<file path="src/rtl/ex_pkg.sv">
// Shared types and constants for the 8-bit core's execute/writeback stage.
package ex_pkg;

  localparam int DATA_W = 8;
  localparam int ADDR_W = 3;

  typedef enum logic {
    EXEC = 1'b0,
    LOAD = 1'b1
  } state_t;

  localparam logic ALU_ADD  = 1'b0;
  localparam logic ALU_PASS = 1'b1;
  localparam int   REG_ZERO = 0;

endpackage

</file>
<file path="src/rtl/ex_alu.sv">
// Execute-stage ALU: selects operand B, then produces the sum and the selected result.
import ex_pkg::*;

module ex_alu #(
  parameter int DATA_W = ex_pkg::DATA_W
) (
  input  logic              alu_ctrl,
  input  logic              alu_src,
  input  logic [DATA_W-1:0] op_a,
  input  logic [DATA_W-1:0] imm,
  output logic [DATA_W-1:0] sum,
  output logic [DATA_W-1:0] result
);

  logic [DATA_W-1:0] op_b;

  assign op_b   = alu_src ? imm : '0;
  // Load addresses always use the sum, whatever alu_ctrl says.
  assign sum    = op_a + op_b;
  assign result = (alu_ctrl == ALU_PASS) ? op_b : sum;

endmodule

</file>
<file path="src/rtl/ex_wb_stage.sv">
// Execute/writeback stage: ALU, single-cycle loads, branches, squash and forwarding.
// Optional build macro EX_FORWARD_EN enables operand-A forwarding from writeback.
//   state | meaning
//   EXEC  | accepting instructions from ID/EX
//   LOAD  | load in flight, upstream stalled, writeback at the next edge
import ex_pkg::*;

module ex_wb_stage #(
  parameter int DATA_W = ex_pkg::DATA_W,
  parameter int ADDR_W = ex_pkg::ADDR_W
) (
  input  logic              clk,
  input  logic              reset,
  input  logic              id_valid,
  input  logic              reg_write,
  input  logic              alu_ctrl,
  input  logic              alu_src,
  input  logic              mem_to_reg,
  input  logic              pc_src,
  input  logic [DATA_W-1:0] data1,
  input  logic [DATA_W-1:0] imm,
  input  logic [ADDR_W-1:0] src_addr,
  input  logic [ADDR_W-1:0] wr_addr,
  input  logic [DATA_W-1:0] pc,
  output logic              stall,
  output logic              redirect_valid,
  output logic [DATA_W-1:0] redirect_pc,
  output logic              dmem_rd_en,
  output logic [DATA_W-1:0] dmem_addr,
  input  logic [DATA_W-1:0] dmem_rdata,
  output logic              wb_en,
  output logic [ADDR_W-1:0] wb_addr,
  output logic [DATA_W-1:0] wb_data
);

  state_t            state;
  logic              squash;
  logic              load_we;
  logic [ADDR_W-1:0] load_addr;
  logic [DATA_W-1:0] op_a;
  logic [DATA_W-1:0] alu_sum;
  logic [DATA_W-1:0] alu_result;
  logic              take;
  logic              accept;
  logic              wr_ok;

  assign stall  = (state == LOAD);
  assign take   = id_valid && !stall;
  assign accept = take && !squash;
  assign wr_ok  = reg_write && (wr_addr != ADDR_W'(REG_ZERO));

`ifdef EX_FORWARD_EN
  assign op_a = (wb_en && (wb_addr == src_addr) && (src_addr != ADDR_W'(REG_ZERO)))
                ? wb_data : data1;
`else
  logic unused_src;
  assign unused_src = ^src_addr;
  assign op_a       = data1;
`endif

  ex_alu #(.DATA_W(DATA_W)) u_alu (
    .alu_ctrl (alu_ctrl),
    .alu_src  (alu_src),
    .op_a     (op_a),
    .imm      (imm),
    .sum      (alu_sum),
    .result   (alu_result)
  );

  always_ff @(posedge clk) begin
    if (reset) begin
      state          <= EXEC;
      squash         <= 1'b0;
      load_we        <= 1'b0;
      load_addr      <= '0;
      redirect_valid <= 1'b0;
      redirect_pc    <= '0;
      dmem_rd_en     <= 1'b0;
      dmem_addr      <= '0;
      wb_en          <= 1'b0;
      wb_addr        <= '0;
      wb_data        <= '0;
    end else begin
      wb_en          <= 1'b0;
      redirect_valid <= 1'b0;
      dmem_rd_en     <= 1'b0;
      case (state)
        EXEC: begin
          if (take && squash) begin
            squash <= 1'b0;
          end else if (accept) begin
            if (pc_src) begin
              redirect_valid <= 1'b1;
              redirect_pc    <= pc + imm;
              wb_en          <= wr_ok;
              wb_addr        <= wr_addr;
              wb_data        <= pc + DATA_W'(1);
              squash         <= 1'b1;
            end else if (mem_to_reg) begin
              state      <= LOAD;
              dmem_rd_en <= 1'b1;
              dmem_addr  <= alu_sum;
              load_we    <= wr_ok;
              load_addr  <= wr_addr;
            end else begin
              wb_en   <= wr_ok;
              wb_addr <= wr_addr;
              wb_data <= alu_result;
            end
          end
        end
        LOAD: begin
          // Read data is valid only while the strobe is up, so capture it here.
          state   <= EXEC;
          wb_en   <= load_we;
          wb_addr <= load_addr;
          wb_data <= dmem_rdata;
        end
        default: state <= EXEC;
      endcase
    end
  end

endmodule
</file>
<file path="config.mk">
export PLATFORM = sky130hd
export DESIGN_NAME = ex_wb_stage
export DESIGN_NICKNAME = d
export VERILOG_FILES = /design/src/rtl/ex_pkg.sv /design/src/rtl/ex_alu.sv /design/src/rtl/ex_wb_stage.sv
export SDC_FILE = /design/constraint.sdc
export NUM_CORES = 1
export LEC_CHECK = 0
export CAP_MARGIN = 5
export CORE_MARGIN = 2
export CORE_UTILIZATION = 45
export CTS_CLUSTER_SIZE = 14
export DETAILED_ROUTE_END_ITERATION = 12
export DONT_BUFFER_PORTS = 1
export PLACE_DENSITY = 0.58
export SLEW_MARGIN = 0
export SYNTH_ARGS = -nofsm -noshare
export SYNTH_HDL_FRONTEND = slang
export SYNTH_SLANG_ARGS = --single-unit
</file>
<file path="constraint.sdc">
create_clock -name clk -period 5.3 [get_ports clk]
set_input_delay 0.265 -clock clk [delete_from_list [all_inputs] [get_ports clk]]
set_output_delay 0.265 -clock clk [all_outputs]
set_load 0.01 [all_outputs]
</file>
==> results of run 1 <==
-- critical path, stage by stage (launching register included) --
cell      delay [ns]
dfxtp_1         0.31
buf_4           0.22
nand2b_4        0.18
or3_1           0.55
or4_1           0.58
nand3_1         0.09
-- area by class of cell --
class                   count  area, sq um
fillers                   556         2570
multi-input cells         223         1490
flip-flops and latches     35          701
well taps                  70         87.6
clock buffers               5         68.8
clock inverters             3         43.8
inverters                  11         41.3
repair buffers              1         7.51
-- cells in the mapped netlist (4+ instances only) --
cell type	count
a21oi_1	25
a31o_2	4
nand3_1	9
a31oi_1	6
clkbuf_1	11
and2_1	6
inv_1	9
dfxtp_1	35
nor4b_1	4
nor2b_1	6
nand2_1	28
or3_1	6
o21a_1	6
nor3_1	9
o21ai_0	15
o211ai_1	5
a211oi_1	11
ha_1	15
xnor2_1	6
nor2_1	17
mux2i_1	4
-- layout by cell type (no fill, tap or decap), drive strengths merged, types with 5 or more instances in the layout --
cell type,synthesis,layout
and2,6,6
nor2,17,17
xnor2,6,6
a31oi,6,6
nor2b,6,6
nand2,28,28
inv,9,9
clkbuf,11,5
or3,6,6
nand3,9,9
dfxtp,35,35
a21oi,25,25
a211oi,11,11
o21ai,15,15
ha,15,15
o211ai,5,5
nor3,10,10
o21a,6,6
-- path summary, 6_finish.rpt --
| kind | startpoint | endpoint | cells past startpoint |
|---|---|---|---|
| worst max-delay path | stall | dmem_addr[6] | 5 |
| worst min-delay path | reset | redirect_pc[4] | 1 |
| worst max register to register | stall | dmem_addr[6] | 5 |
| worst min register to register | load_addr[0] | load_addr[0] | 2 |
-- logic make-up after synthesis --
family	after synthesis	synth area share
simple gates	101	0.232
compound gates	92	0.264
flops	35	0.305
buf+inv	26	0.0485
fa+ha+maj	17	0.0991
xor+xnor	9	0.0343
mux	4	0.0174
-- sequential cells by signal (all words and copies together), names as in the netlist --
signal and count:
dmem_addr 8, load_addr 3, load_we 1, redirect_pc 8
redirect_valid 1, squash 1, stall 1, wb_addr 3
wb_data 8, wb_en 1
-- layer usage --
layer | up-vias | GRT usage | part of all wire
met5 | - | 0 | 0
met4 | 0 | 0.0936 | 0.029
met3 | 10 | 0.0754 | 0.068
met2 | 56 | 0.380 | 0.47
met1 | 969 | 0.274 | 0.43
li1 | 1033 | - | -
-- power by group --
| group | switching, W | total (W) | internal [W] |
|---|---|---|---|
| registers | 0.0000190 | 0.000299 | 0.000280 |
| clock network | 0.000102 | 0.000242 | 0.000140 |
| logic | 0.0000719 | 0.000127 | 0.0000554 |
| total | 0.000193 | 0.000669 | 0.000476 |
-- metrics by stage --
| step | instance area, sq um | std cells | utilization |
|---|---|---|---|
| floorplan | 2300 | 284 | - |
| global placement | 2320 | 340 | 0.464 |
| detailed placement | 2320 | 340 | 0.464 |
| CTS | 2430 | 348 | 0.486 |
| finish | 2430 | 348 | 0.486 |
| global route | 2430 | 348 | 0.486 |
==> results.cfg, run 1 <==
[setup_path]
crit_path_end_kind = register
start_kind = register
critical_path_class = register to register
timing.reg2reg.setup_slack_ns = 3.30
required_ns = 5.53
critPathArrivalTime_ns = 2.22
path_max_fanout = 20

[power_and_ir_drop]
power_leakage_nw = 0.907
vdd_drop_max_mv = 0.140
p_per_area_nw_per_um2 = 275
finalPower_w = 0.000669

[route]
routed_wirelength_um = 6230
post_drt_wl_per_cell_um = 17.9
route.detailed.drc = 0
drt.antenna.violating_nets = 0
vias = 2068
viasPerCell = 5.94
drt_first_pass_iters = 4
drtIter0Drc = 83

[clocking]
cts_sinks = 35
htreeDepth = 2
clk_path_buf_depth = 2
cts_tree = built
numCtsBuffers = 5
path_clk_slew_ns = 0.08
holdBufCountCts = 0
cts_resized = 0
clk_latency_ns = 0.29
post_cts_buffers = 0
root_buffer = clkbuf_8

[floorplan]
dieArea_sq_um = 5690
core_sq_um = 5010
rows = 26
die_height_um = 75.5
start_util = 0.459
die_x_um = 75.5
ioPinCount = 77

[sta]
finalHoldViolations = 0
fin_hold_ws_ns = 0.0404
min_period_over_period = 0.376
tightest_slew_ns = 0.674
finClkSkew_ns = 0.0113
max_slew_margin = 0.548
rsz0062_at_grt = no
fmax_mhz = 501
min_period_ns = 2.00
setup_viol = 0
setup_ws_ns = 3.30
drv_slew = 0
fin_setup_tns_ns = 0

[logic_synthesis]
ys.flop_type = dfxtp_1
yosys_warnings = 0
synth.top_cell.area_share = 0.305
synth_seq_cells = 35
synth_area_sq_um = 2300
postSynthAreaPerCell_sq_um = 8.09
synth_edf_count = 0
ys_async_sr_fraction = 0
syn_nets = 347
ys_seq_area_frac = 0.305
synth_area_leaders = dfxtp_1, ha_1, a21oi_1
synthCells = 284
ys_types = 51
yosysTopAreaCell = dfxtp_1

[final_layout]
antenna_cells = 0
area_growth_pct = 5.99
finalNetCount = 340
drive_gt1_frac = 0.0576

[placement]
post-place-ws_ns = 3.28
io_buffers = 0
routabilityCongestion = 0.809
dpl.hpwl_um = 4820

[global_routing]
grt_max_degree = 29
grt_pass1_vias = 1947
grt_overflow_total = 0
antenna_found_initial = 0
grt_pass1_wl_um = 9770
grt_usage = 0.230

[worst_hold_path]
hold_path.class = input port to register

[outcome]
status = finished clean

[run]
maxCapViolCount = 0
(Power assumes the default switching activity.)
==> run 2: changes to the inputs <==
Clock period 5.3 ns to 2.1 ns, I/O delays scaled along.
==> run 2 against run 1 <==
  * Total power rose by 140%
  * Largest cell class unchanged
  * Design area is 3.5% higher
  * Clock-buffer cell count increased by 1
  * Global-route usage shrank 0.21 points
==> results.cfg, run 2 (synthesis results as in run 1) <==
[sta]
finClkSkew_ns = 0.00256
setup_viol = 0
drv_slew = 0
fin_setup_tns_ns = 0
tightest_slew_ns = 0.764
setup_ws_ns = 0.120
min_period_ns = 1.98
finalHoldViolations = 0
fin_hold_ws_ns = 0.0219
rsz0062_at_grt = no
fmax_mhz = 505
max_slew_margin = 0.489
min_period_over_period = 0.943

[placement]
routabilityCongestion = 0.800
io_buffers = 0
dpl.hpwl_um = 4870
post-place-ws_ns = 0.235

[route]
drtIter0Drc = 88
post_drt_wl_per_cell_um = 17.6
routed_wirelength_um = 6330
drt_first_pass_iters = 4
drt.antenna.violating_nets = 0
viasPerCell = 5.85
vias = 2101
route.detailed.drc = 0

[clocking]
root_buffer = clkbuf_8
clk_path_buf_depth = 2
path_clk_slew_ns = 0.06
htreeDepth = 2
cts_sinks = 35
clk_latency_ns = 0.28
numCtsBuffers = 5
cts_tree = built

[run]
maxCapViolCount = 0

[global_routing]
grt_usage = 0.227
use_met2 = 0.399
grt_overflow_total = 0
gr-usage-met1 = 0.271
grt_pass1_wl_um = 9620
antenna_found_initial = 0
grt_pass1_vias = 1928
top_usage_layer = met2
use_met3 = 0.0820
grt_max_degree = 23

[floorplan]
start_util = 0.459
ioPinCount = 77
die_height_um = 75.5
core_sq_um = 5010
die_x_um = 75.5
dieArea_sq_um = 5690
rows = 26

[worst_hold_path]
holdPathStages = 3
hold_path.class = input port to register
hold_start = reset
min_to = redirect_pc[5]

[final_layout]
antenna_cells = 0
ff_latch_area_sq_um = 701
multi_input_area_sq_um = 1490
drive_gt1_frac = 0.0761
finalNetCount = 352
mostFrequentLayoutCell = dfxtp_1
final_cell_mix = dfxtp_1, nand2_1, a21oi_1, nor2_1
nFillCells = 527
reg.largest.list = dmem_addr x8, redirect_pc x8, wb_data x8
area_growth_pct = 9.70

[setup_path]
crit_chain = nand2b_4 > or3_4 > buf_4 > nand2_1 > a21oi_1 > dlygate4sd3_1
path_buf_inv = 2
worstReg2RegEnd = load_addr[2]
slowest_stage = dlygate4sd3_1
timing.reg2reg.setup_slack_ns = 0.12
required_ns = 2.27
crit_path_end_kind = register
path_delay_family = buffers and inverters
critPathArrivalTime_ns = 2.15
r2r_cells = 6
critPathMaxStageDelay_ns = 0.59
path_max_fanout = 8
start_kind = register
critical_path_class = register to register
regToRegStartpoint = stall

[power_and_ir_drop]
power.share.switching = 0.289
pwr-share-comb = 0.219
p_sw_w = 0.000456
p_per_area_nw_per_um2 = 626
vdd_drop_max_mv = 0.337
power_frac_seq = 0.480
p_int_w = 0.00112
pwr-share-clk = 0.301
power_leakage_nw = 0.954

[outcome]
status = finished clean
## run 2: through the flow
stage | utilization | instances | total power (W) | instance area [sq um]
2_1_floorplan | - | 284 | 0.00103 | 2300
3_3_place_gp | 0.473 | 346 | 0.00110 | 2370
3_5_place_dp | 0.473 | 346 | 0.00110 | 2370
4_1_cts | 0.502 | 359 | 0.00160 | 2510
5_1_grt | 0.503 | 359 | 0.00167 | 2520
6_report | 0.503 | 359 | 0.00158 | 2520
## run 2: layer usage
layer  vias up  wire (um)
met3         7        505
met5         -          0
li1       1049          -
met1       984       2620
met2        61       3170
met4         0         40
## run 2: power by group through the flow
stage	logic (W)	registers (W)	clock network, W
finish	0.000346	0.000757	0.000475
global route	0.000387	0.000763	0.000523
CTS	0.000347	0.000757	0.000492
detailed placement	0.000330	0.000772	0
global placement	0.000326	0.000772	0
floorplan	0.000267	0.000762	0
## run 2: worst max path at each step
stage                      start      endpoint  slack [ns]  cells after the start
after floorplan           imm[0]  dmem_addr[6]        0.40                      9
after global placement    imm[2]    wb_data[7]        0.24                      7
after detailed placement  imm[2]    wb_data[7]        0.24                      7
after CTS                  stall  load_addr[2]        0.02                      6
after global routing       stall  load_addr[2]       0.009                      6
final                      stall  load_addr[2]        0.12                      6
## run 2: cell type report
class	count	share of cell area
inverter	11	0.0164
sequential	35	0.278
timing repair buffer	13	0.0447
multi-input combinational	223	0.591
clock inverter	1	0.00199
clock buffer	6	0.0328
tap	70	0.0348
## run 2: what timing repair did
action                                  in CTS  in global routing
setup buffers                                0                  0
hold buffers                                 6                  0
endpoints found under the hold margin       22                  0
endpoints found under the setup margin       0                  1
resized for setup                            0                  1
## run 2: worst min-delay path, delay by kind of cell
family | cells | cell delay, ns
simple gates | 3 | 0.14
